===== config.mk =====
export PLATFORM = sky130hd
export DESIGN_NAME = sar_adc_scan
export DESIGN_NICKNAME = d
export VERILOG_FILES = /design/src/rtl/sar_adc_pkg.sv /design/src/rtl/sar_adc_bitseq.sv /design/src/rtl/sar_adc_scan.sv
export SDC_FILE = /design/constraint.sdc
export NUM_CORES = 1
export LEC_CHECK = 0
export CAP_MARGIN = 0
export CORE_MARGIN = 3
export CORE_UTILIZATION = 44
export CTS_CLUSTER_SIZE = 28
export DETAILED_ROUTE_END_ITERATION = 10
export PLACE_DENSITY = 0.84
export SETUP_SLACK_MARGIN = 0.1
export SYNTH_ARGS = -nofsm -noshare
export SYNTH_HDL_FRONTEND = slang
export SYNTH_SLANG_ARGS = --single-unit

===== constraint.sdc =====
create_clock -name Clk -period 1.6 [get_ports Clk]
set_clock_uncertainty 0.05 [all_clocks]
set_input_delay 0.16 -clock Clk [delete_from_list [all_inputs] [get_ports Clk]]
set_output_delay 0.16 -clock Clk [all_outputs]
set_load 0.02 [all_outputs]

===== src/rtl/sar_adc_pkg.sv =====
// Shared definitions for the SAR ADC scan controller.
//   state_e    : controller state encoding (idle, sampling, converting)
//   clog2_min1 : ceil(log2(n)) with a floor of 1, used to size channel/counter fields
package sar_adc_pkg;

  typedef enum logic [1:0] {
    StIdle,
    StSample,
    StConvert
  } state_e;

  function automatic int unsigned clog2_min1(input int unsigned n);
    int unsigned r;
    r = 0;
    while ((64'd1 << r) < 64'(n)) r++;
    return (r == 0) ? 1 : r;
  endfunction

endpackage


===== src/rtl/sar_adc_bitseq.sv =====
// Successive-approximation bit sequencer: owns the trial-bit shift register and the
// DAC trial code.
//   clk_i, rst_ni : clock, asynchronous active-low reset
//   clr_i         : clear trial code and shift register (highest priority)
//   load_i        : start a conversion with only the MSB set
//   step_i        : resolve the current trial bit using comp_i, move to the next bit
//   comp_i        : comparator, 1 = trial code above input (drop current bit)
//   dac_o         : current trial code
//   code_o        : code that results from resolving the current bit this cycle
//   last_o        : the current trial bit is the LSB
module sar_adc_bitseq #(
  parameter int unsigned Bits = 6
) (
  input  logic            clk_i,
  input  logic            rst_ni,
  input  logic            clr_i,
  input  logic            load_i,
  input  logic            step_i,
  input  logic            comp_i,
  output logic [Bits-1:0] dac_o,
  output logic [Bits-1:0] code_o,
  output logic            last_o
);

  localparam logic [Bits-1:0] Msb = {1'b1, {(Bits - 1){1'b0}}};

  logic [Bits-1:0] sr_q;
  logic [Bits-1:0] dac_q;

  // On the LSB step sr_q >> 1 is zero, so code_o is the fully resolved result.
  assign code_o = (comp_i ? (dac_q & ~sr_q) : dac_q) | (sr_q >> 1);
  assign last_o = sr_q[0];
  assign dac_o  = dac_q;

  always_ff @(posedge clk_i or negedge rst_ni) begin
    if (!rst_ni) begin
      sr_q  <= '0;
      dac_q <= '0;
    end else if (clr_i) begin
      sr_q  <= '0;
      dac_q <= '0;
    end else if (load_i) begin
      sr_q  <= Msb;
      dac_q <= Msb;
    end else if (step_i) begin
      sr_q  <= sr_q >> 1;
      dac_q <= code_o;
    end
  end

endmodule


===== src/rtl/sar_adc_scan.sv =====
// SAR ADC controller with channel mux, programmable sample time and single/scan modes.
//   Clk, Rst_n : clock, asynchronous active-low reset
//   Start      : begin a request (accepted only when idle); Scan/ChanSel sampled with it
//   Scan       : 1 = convert channels 0..Channels-1 in order, 0 = convert ChanSel only
//   ChanSel    : single-mode channel, clamped to Channels-1
//   Abort      : synchronous return to idle, no Done, results retained
//   Comp       : comparator, 1 = trial code above input
//   Chan       : mux select
//   Sample     : sample switch closed
//   Dac        : trial code to capacitor array
//   Busy       : request in progress
//   Done       : one-cycle strobe, Result/ResultChan/Last valid
//   Last       : with Done, final channel of the request
//   Result     : last completed code
//   ResultChan : channel of Result
module sar_adc_scan
  import sar_adc_pkg::*;
#(
  parameter int unsigned Bits         = 6,
  parameter int unsigned Channels     = 4,
  parameter int unsigned SampleCycles = 1,
  parameter int unsigned ChanW        = clog2_min1(Channels)
) (
  input  logic             Clk,
  input  logic             Rst_n,
  input  logic             Start,
  input  logic             Scan,
  input  logic [ChanW-1:0] ChanSel,
  input  logic             Abort,
  input  logic             Comp,
  output logic [ChanW-1:0] Chan,
  output logic             Sample,
  output logic [Bits-1:0]  Dac,
  output logic             Busy,
  output logic             Done,
  output logic             Last,
  output logic [Bits-1:0]  Result,
  output logic [ChanW-1:0] ResultChan
);

  localparam int unsigned      CntW     = clog2_min1(SampleCycles);
  localparam logic [CntW-1:0]  CntInit  = CntW'(SampleCycles - 1);
  localparam logic [ChanW-1:0] ChanLast = ChanW'(Channels - 1);

  state_e          state_q;
  logic            scan_q;
  logic [CntW-1:0] cnt_q;

  logic             seq_clr;
  logic             seq_load;
  logic             seq_step;
  logic             seq_last;
  logic [Bits-1:0]  seq_code;
  logic [ChanW-1:0] sel_clamped;
  logic             final_chan;

  always_comb begin
    sel_clamped = ChanSel;
    if (32'(ChanSel) >= Channels) sel_clamped = ChanLast;
  end

  assign final_chan = !scan_q || (Chan == ChanLast);
  assign Busy       = (state_q != StIdle);

  // The sequencer is cleared on the final bit so Dac reads 0 while the next
  // channel samples (or once idle).
  always_comb begin
    seq_clr  = Abort || ((state_q == StConvert) && seq_last);
    seq_load = !Abort && (state_q == StSample) && (cnt_q == '0);
    seq_step = !Abort && (state_q == StConvert);
  end

  sar_adc_bitseq #(
    .Bits(Bits)
  ) u_bitseq (
    .clk_i (Clk),
    .rst_ni(Rst_n),
    .clr_i (seq_clr),
    .load_i(seq_load),
    .step_i(seq_step),
    .comp_i(Comp),
    .dac_o (Dac),
    .code_o(seq_code),
    .last_o(seq_last)
  );

  always_ff @(posedge Clk or negedge Rst_n) begin
    if (!Rst_n) begin
      state_q    <= StIdle;
      scan_q     <= 1'b0;
      cnt_q      <= '0;
      Chan       <= '0;
      Sample     <= 1'b0;
      Done       <= 1'b0;
      Last       <= 1'b0;
      Result     <= '0;
      ResultChan <= '0;
    end else begin
      Done <= 1'b0;
      Last <= 1'b0;
      if (Abort) begin
        state_q <= StIdle;
        Sample  <= 1'b0;
      end else begin
        unique case (state_q)
          StIdle: begin
            if (Start) begin
              state_q <= StSample;
              scan_q  <= Scan;
              Chan    <= Scan ? '0 : sel_clamped;
              Sample  <= 1'b1;
              cnt_q   <= CntInit;
            end
          end
          StSample: begin
            if (cnt_q == '0) begin
              state_q <= StConvert;
              Sample  <= 1'b0;
            end else begin
              cnt_q <= cnt_q - CntW'(1);
            end
          end
          StConvert: begin
            if (seq_last) begin
              Result     <= seq_code;
              ResultChan <= Chan;
              Done       <= 1'b1;
              Last       <= final_chan;
              if (final_chan) begin
                state_q <= StIdle;
              end else begin
                state_q <= StSample;
                Chan    <= Chan + ChanW'(1);
                Sample  <= 1'b1;
                cnt_q   <= CntInit;
              end
            end
          end
          default: state_q <= StIdle;
        endcase
      end
    end
  end

endmodule


==> metrics.log, run 1 <==
[metrics] drt pass-1 iters: 4
[metrics] Worst-path clk slew: 0.15 ns
[metrics] sequential cell area fraction in the yosys report: 0.571
[metrics] count of final setup violators: 0
[metrics] first-pass GRT wire length: approximately 4.5 mm
[metrics] via count of the routed design: between 900 and 1,000
[metrics] setup repair after global routing missed its margin: yes
[metrics] PnR worst setup slack: approximately 0.015 ns
[metrics] share of the core filled with cells: 0.665
[metrics] CTS Sinks: 28
[metrics] via count of the first global-routing pass: about 1,000
[metrics] net total in the final layout: 157
[metrics] placed cell count: between 150 and 200
[metrics] drt first-iter violations: 26
[metrics] overall die area: 3460 um2
[metrics] standard cell area after detailed placement: 1640 um2
[metrics] average instance area after synthesis: about 12 um2
[metrics] average detailed-routed wire length per instance: 15.8 um
[metrics] height of the die: 58.8 um
[metrics] CTS tree: done
[metrics] CTS Hold Bufs: 0
[metrics] most common library cell in the layout ignoring fill and taps: sky130_fd_sc_hd__dfrtp_1
[metrics] Synthesis Warnings: 0
[metrics] antenna violations before repair: 0
[metrics] aggregate routed wire length: 2.80 mm
[metrics] routed vias/inst: between 5 and 6
[metrics] Worst Setup End Kind: register
[metrics] peak supply drop: around 540 uV
[metrics] Final Instance Count excl. Fillers: 177
[metrics] Mapped Nets: around 110
[metrics] Longest Clk Path Bufs: 2
[metrics] layout overhead on the synthesized area: 39.3%
[metrics] cell chosen for the clock root: sky130_fd_sc_hd__clkbuf_4
[metrics] TritonCTS Buffers: 3
[metrics] Largest stage delay, worst path: 0.46 ns
[metrics] WP data required: ~1.8 ns
[metrics] fraction of layout instances using a drive strength above 1: 0.293
[metrics] Non-Filler Cell Area, Final: 1710 um2
[metrics] Unique masters post-synth: 31
[metrics] arrival time worst endpoint: 1.77 ns
[metrics] static leakage: 0.861 nW
[metrics] Floorplan Core Area: 2570 um2
[metrics] Rel. slew slack: 0.783
[metrics] number of inserted filler cells in the final layout: 203
[metrics] minimum clock period after layout: around 1.6 ns
[metrics] ratio of final minimum period to clock period: 0.991
[metrics] number of primary I/O pins: 28
[metrics] path type of the worst setup path: register to register
[metrics] maximum clock frequency: ~0.63 GHz
[metrics] CP cell instances: ha_4, nand2b_4, a2111oi_4, mux2_4
[metrics] power density of the placed cells: ~840 nW/um2
[metrics] Final Slew Violations: 0
[metrics] depth of the CTS H-tree: 1
[metrics] Mapped Area: approximately 1200 um2
[metrics] HPWL after detailed placement: approximately 2.0 mm
[metrics] largest driver fanout on the critical path: 2
[metrics] remaining routing DRC violations: 0
[metrics] count of buffers inserted at the top-level ports: 27
[metrics] library cell contributing the largest single delay on the critical path: sky130_fd_sc_hd__dfrtp_2
[metrics] leading cell types in the layout, fill and taps excluded: 24 x sky130_fd_sc_hd__dfrtp_1, 17 x sky130_fd_sc_hd__dlygate4sd2_1, 17 x sky130_fd_sc_hd__buf_4
[metrics] CP startpoint kind: register
[metrics] GRT Residual Overflow: 0
[metrics] number of synthesized register bits: 28
[metrics] maximum number of pins on one net before global-route repair: 29
[metrics] standard-cell row count: 18
[metrics] clock network latency to the later pin of the worst-skew pair: 0.33 ns
[metrics] GRT Total Usage: 0.169
[metrics] total power of the final layout: between 0.001 and 0.0015 W
[metrics] routability-driven placement congestion ratio: ~0.75
[metrics] remaining number of nets flagged by the antenna check after routing: 0
[metrics] worst setup slack after placement: -0.120 ns
[metrics] hold crit path type: primary input to asynchronous set/reset pin
[metrics] post-synthesis instance total: between 100 and 150
[metrics] diode insertion count for antenna repair: 0
[metrics] measured slew at the worst slew-check pin: about 0.32 ns
[metrics] Maximum Capacitance Violations: 0
[metrics] outcome: finished, final reports clean
[metrics] effective utilization at floorplan: 0.478
[metrics] number of failing hold endpoints at the final stage: 0
[metrics] width of the die: approximately 59 um
-- critical path: cells and delay by family, from the launching register on --
family	cells	cell delay [ns]
flip-flops	1	0.46
multiplexers	1	0.33
AND/OR/NAND/NOR	1	0.14
adder cells (fa/ha/maj)	1	0.16
AO/OA/AOI/OAI	1	0.34
-- cell type report --
cell class                      instances  area [um2]  area share
Clock buffer                            4        36.3      0.0212
Inverter                                2        7.51     0.00440
Multi-Input combinational cell         68         533       0.312
Sequential cell                        28         706       0.413
Tap cell                               30        37.5      0.0220
Timing Repair Buffer                   45         388       0.227
-- synth_stat cells --
cell type	instances	area, um2
sky130_fd_sc_hd__or4b_1	1	10.0
sky130_fd_sc_hd__o21ai_0	1	5.00
sky130_fd_sc_hd__a21oi_1	15	75.1
sky130_fd_sc_hd__a22o_1	6	52.6
sky130_fd_sc_hd__nor4b_2	1	15.0
sky130_fd_sc_hd__inv_1	2	7.51
sky130_fd_sc_hd__or2_2	1	6.26
sky130_fd_sc_hd__and4bb_2	1	12.5
sky130_fd_sc_hd__ha_1	1	12.5
sky130_fd_sc_hd__or3b_1	1	8.76
sky130_fd_sc_hd__dfrtp_1	28	701
sky130_fd_sc_hd__o21a_1	1	7.51
sky130_fd_sc_hd__buf_1	1	3.75
sky130_fd_sc_hd__buf_4	1	7.51
sky130_fd_sc_hd__a2111oi_4	1	27.5
sky130_fd_sc_hd__nor4b_1	1	8.76
sky130_fd_sc_hd__o32ai_1	1	8.76
sky130_fd_sc_hd__mux2i_1	1	10.0
sky130_fd_sc_hd__nor2b_1	1	6.26
sky130_fd_sc_hd__a21bo_2	1	10.0
sky130_fd_sc_hd__mux2_2	5	56.3
sky130_fd_sc_hd__a221o_1	1	10.0
sky130_fd_sc_hd__nand3_1	1	5.00
sky130_fd_sc_hd__o2bb2ai_1	5	43.8
sky130_fd_sc_hd__nand2b_1	4	25.0
sky130_fd_sc_hd__nand2_1	9	33.8
sky130_fd_sc_hd__buf_2	4	20.0
sky130_fd_sc_hd__nor2_1	5	18.8
sky130_fd_sc_hd__and3_1	1	6.26
sky130_fd_sc_hd__and2_1	1	6.26
sky130_fd_sc_hd__nor3_1	1	5.00
-- path summary, 6_finish.rpt --
check	from	endpoint	slack [ns]	cells past startpoint
setup / recovery	Chan[1]$_DFFE_PN0P_	Chan[1]$_DFFE_PN0P_	0.01	4
hold / removal	Rst_n	u_bitseq.sr_q[3]$_DFFE_PN0P_	0.14	2
setup reg to reg	Chan[1]$_DFFE_PN0P_	Chan[1]$_DFFE_PN0P_	0.01	4
hold reg to reg	ResultChan[0]$_DFFE_PN0P_	ResultChan[0]$_DFFE_PN0P_	0.47	1
max in group asynchronous	Rst_n	state_q[1]$_DFFE_PN0P_	1.07	2
min in group Clk	ResultChan[0]$_DFFE_PN0P_	ResultChan[0]$_DFFE_PN0P_	0.47	1
-- flip-flops by register name (all words and copies together) (netlist names) --
name	count
Result	6
ResultChan	2
Chan	2
state_q	2
scan_q	1
u_bitseq.sr_q	6
u_bitseq.dac_o	6
Done	1
Sample	1
Last	1
-- metrics by stage --
| step | TNS [ns] | hold slack (ns) |
|---|---|---|
| finish | 0 | 0.145 |
| global route | -0.0157 | 0.145 |
| CTS | 0 | 0.154 |
| detailed placement | -0.862 | 0.449 |
| global placement | -0.169 | 0.443 |
| floorplan | -0.0135 | -0.186 |
-- per-layer routing --
metal | GRT usage | part of all wire
met4 | 0.0583 | 0.0086
met3 | 0.0285 | 0.050
met1 | 0.187 | 0.40
met5 | 0 | 0
met2 | 0.322 | 0.54
-- kinds of logic (layout without fill, tap and decap cells) --
group           Yosys count  count (layout)  share of synthesized area
flops                    28              28                      0.571
mux                       6               6                     0.0541
buf+inv                   8              51                     0.0316
fa+ha+maj                 1               1                     0.0102
simple gates             29              29                      0.137
compound gates           32              32                      0.196
-- repair_timing --
| action | in CTS | in global routing |
|---|---|---|
| gates resized for setup | 22 | 8 |
| setup endpoints to repair | 29 | 23 |
| gates cloned | 0 | 0 |
| buffers inserted | 0 | 2 |
| pin swaps | 0 | 2 |
-- power by group --
part           internal (W)  switching, W  leakage [nW]
registers          0.000742     0.0000364         0.373
logic              0.000162      0.000155         0.467
clock network      0.000139      0.000206        0.0210
Power figures use the tool's default switching activity.
==> inputs of run 2 (changes only) <==
--- a/config.mk
+++ b/config.mk
@@ -14,2 +14,3 @@
 export SETUP_SLACK_MARGIN = 0.1
+export SKIP_LAST_GASP = 1
 export SYNTH_ARGS = -nofsm -noshare
==> constraint.sdc (replaced) <==
create_clock -name Clk -period 1.6 [get_ports Clk]
set_clock_uncertainty 0.05 [all_clocks]
set_input_delay 0.32 -clock Clk [delete_from_list [all_inputs] [get_ports Clk]]
set_output_delay 0.32 -clock Clk [all_outputs]
set_load 0.02 [all_outputs]
==> run 2 against run 1 <==
- wire length up 1.1%
- worst hold slack better by 0.15 ns
- non-clock buffer count up 6
- critical path depth unchanged
- worst setup slack better by 0.035 ns
==> metrics.log, run 2 (synthesis results as in run 1) <==
[metrics] outcome: finished, final reports clean
[metrics] maximum number of pins on one net before global-route repair: 29 (unchanged)
[metrics] peak supply drop: 1000 uV (+84%)
[metrics] number of primary I/O pins: 28 (unchanged)
[metrics] total area of multi-input combinational cells: 533 um2 (unchanged)
[metrics] antenna violations before repair: 0 (unchanged)
[metrics] Worst-path clk slew: 0.16 ns (about the same)
[metrics] hold crit path type: primary input to asynchronous set/reset pin
[metrics] leading cell types in the layout, fill and taps excluded: 26 x sky130_fd_sc_hd__dfrtp_1, 24 x sky130_fd_sc_hd__buf_4, 15 x sky130_fd_sc_hd__a21oi_1
[metrics] CTS Sinks: 28 (unchanged)
[metrics] total power of the final layout: 0.00157 W (+8.7%)
[metrics] wire length the detailed router placed on met1: 1.20 mm (+6.3%)
[metrics] WP data required: 1.79 ns (about the same)
[metrics] TritonCTS Buffers: 3 (unchanged)
[metrics] PnR worst setup slack: 0.0503 ns (+0.0354 ns)
[metrics] register area: 703 um2 (-0.35%)
[metrics] CTS tree: done
[metrics] power density of the placed cells: 898 nW/um2 (+6.6%)
[metrics] measured slew at the worst slew-check pin: 0.331 ns (+0.0155 ns)
[metrics] remaining number of nets flagged by the antenna check after routing: 0 (unchanged)
[metrics] count of buffers inserted at the top-level ports: 27 (unchanged)
[metrics] aggregate routed wire length: 2.83 mm (+1.1%)
[metrics] CP startpoint kind: register
[metrics] static leakage: 0.849 nW (-1.4%)
[metrics] overall die area: 3460 um2 (unchanged)
[metrics] number of failing hold endpoints at the final stage: 0 (unchanged)
[metrics] minimum clock period after layout: 1.55 ns (-0.0354 ns)
[metrics] remaining routing DRC violations: 0 (unchanged)
[metrics] path type of the worst setup path: register to register
[metrics] HPWL after detailed placement: 2.07 mm (+1.6%)
[metrics] GRT Total Usage: 0.164 (-0.00537)
[metrics] Longest Clk Path Bufs: 2 (unchanged)
[metrics] largest driver fanout on the critical path: 2 (unchanged)
[metrics] count of final setup violators: 0 (unchanged)
[metrics] standard-cell row count: 18 (unchanged)
[metrics] via count of the first global-routing pass: 910 (-13%)
[metrics] most common library cell in the layout ignoring fill and taps: sky130_fd_sc_hd__dfrtp_1
[metrics] cell chosen for the clock root: sky130_fd_sc_hd__clkbuf_4
[metrics] setup repair after global routing missed its margin: yes
[metrics] Final Slew Violations: 0 (unchanged)
[metrics] CTS Hold Bufs: 0 (unchanged)
[metrics] Final Instance Count excl. Fillers: 183 (+3.4%)
[metrics] number of inserted filler cells in the final layout: 205 (+0.99%)
[metrics] effective utilization at floorplan: 0.478 (unchanged)
[metrics] routability-driven placement congestion ratio: 0.741 (-0.66%)
[metrics] height of the die: 58.8 um (unchanged)
[metrics] detailed route wirelength on metal3: 162 um (+15%)
[metrics] first-pass GRT wire length: 4.33 mm (-3.8%)
[metrics] ratio of final minimum period to clock period: 0.969 (-0.0221)
[metrics] average detailed-routed wire length per instance: 15.4 um (-2.2%)
[metrics] routed vias/inst: 5.40 (-4.2%)
[metrics] Worst Setup End Kind: register
[metrics] layout overhead on the synthesized area: 42.1%
[metrics] Floorplan Core Area: 2570 um2 (unchanged)
[metrics] Maximum Capacitance Violations: 0 (unchanged)
[metrics] fraction of layout instances using a drive strength above 1: 0.333 (+0.0408)
[metrics] depth of the CTS H-tree: 1 (unchanged)
[metrics] clock network latency to the later pin of the worst-skew pair: 0.34 ns (about the same)
[metrics] drt pass-1 iters: 4 (unchanged)
[metrics] width of the die: 58.8 um (unchanged)
[metrics] net total in the final layout: 163 (+3.8%)
[metrics] placed cell count: 174 (+1.8%)
[metrics] Detail Route met2 WL: 1.44 mm (-3.8%)
[metrics] worst setup slack after placement: -0.207 ns (-0.0867 ns)
[metrics] maximum clock frequency: 0.645 GHz (+2.3%)
[metrics] highest metal layer with signal wires: met4
[metrics] GRT Residual Overflow: 0 (unchanged)
[metrics] final sum of negative setup slack: 0 ns (unchanged)
[metrics] diode insertion count for antenna repair: 0 (unchanged)
[metrics] Rel. slew slack: 0.773 (-0.0106)
[metrics] drt first-iter violations: 35 (+35%)
[metrics] via count of the routed design: 988 (-1.0%)
[metrics] arrival time worst endpoint: 1.74 ns (-0.03 ns)
run 2: cell count changes in the layout (fill, tap and decap cells not counted), sizes merged:
cell,delta
bufinv,+1
dlymetal6s2s,-2
buf,+8
dlygate4sd2,-8
clkdlybuf4s15,+5
clkbuf,+2
run 2: layer usage:
metal	GRT usage	vias up
li1	-	472
met1	0.211	482
met2	0.271	29
met3	0.0482	5
met4	0.0388	0
met5	0	-
run 2: where the power goes:
group | internal [W] | switching (W) | total [W]
Sequential | 0.000741 | 0.0000295 | 0.000770
Combinational | 0.000166 | 0.000158 | 0.000323
Clock | 0.000254 | 0.000218 | 0.000472
Total | 0.00116 | 0.000406 | 0.00157
run 2: path summary, 6_finish.rpt:
check	startpoint	end	slack, ns	cells past startpoint
max	Chan[1]$_DFFE_PN0P_	Chan[1]$_DFFE_PN0P_	0.05	4
min	Rst_n	u_bitseq.dac_o[3]$_DFFE_PN0P_	0.29	2
max reg2reg	Chan[1]$_DFFE_PN0P_	Chan[1]$_DFFE_PN0P_	0.05	4
min reg2reg	ResultChan[0]$_DFFE_PN0P_	ResultChan[0]$_DFFE_PN0P_	0.48	1
max in group asynchronous	Rst_n	Chan[0]$_DFFE_PN0P_	0.91	2
min in group Clk	ResultChan[0]$_DFFE_PN0P_	ResultChan[0]$_DFFE_PN0P_	0.48	1
run 2: area by class of cell:
| type | instances | area share |
|---|---|---|
| multi-input cells | 68 | 0.306 |
| clock inverters | 1 | 0.0172 |
| clock buffers | 3 | 0.0129 |
| well taps | 30 | 0.0215 |
| flip-flops and latches | 28 | 0.403 |
| repair buffers | 51 | 0.235 |
| inverters | 2 | 0.00431 |
run 2: stage by stage:
stage          hold slack [ns]  utilization  instance area [um2]
2_1_floorplan          -0.0256            -                 1250
3_3_place_gp             0.443        0.648                 1660
3_5_place_dp             0.448        0.648                 1660
4_1_cts                  0.301        0.656                 1680
5_1_grt                  0.285        0.679                 1740
6_report                 0.294        0.679                 1740
run 2: repair_timing:
item / in CTS / in global routing
pin swaps: 0 / 2
setup buffers: 0 / 5
resized for setup: 26 / 17
setup endpoints to repair: 21 / 19
run 2: critical path, cell delays in order (launching register included):
cell and delay (ns):
sky130_fd_sc_hd__dfrtp_2 0.45, sky130_fd_sc_hd__ha_4 0.16, sky130_fd_sc_hd__nand2b_4 0.14, sky130_fd_sc_hd__a2111oi_4 0.33
sky130_fd_sc_hd__mux2_4 0.33
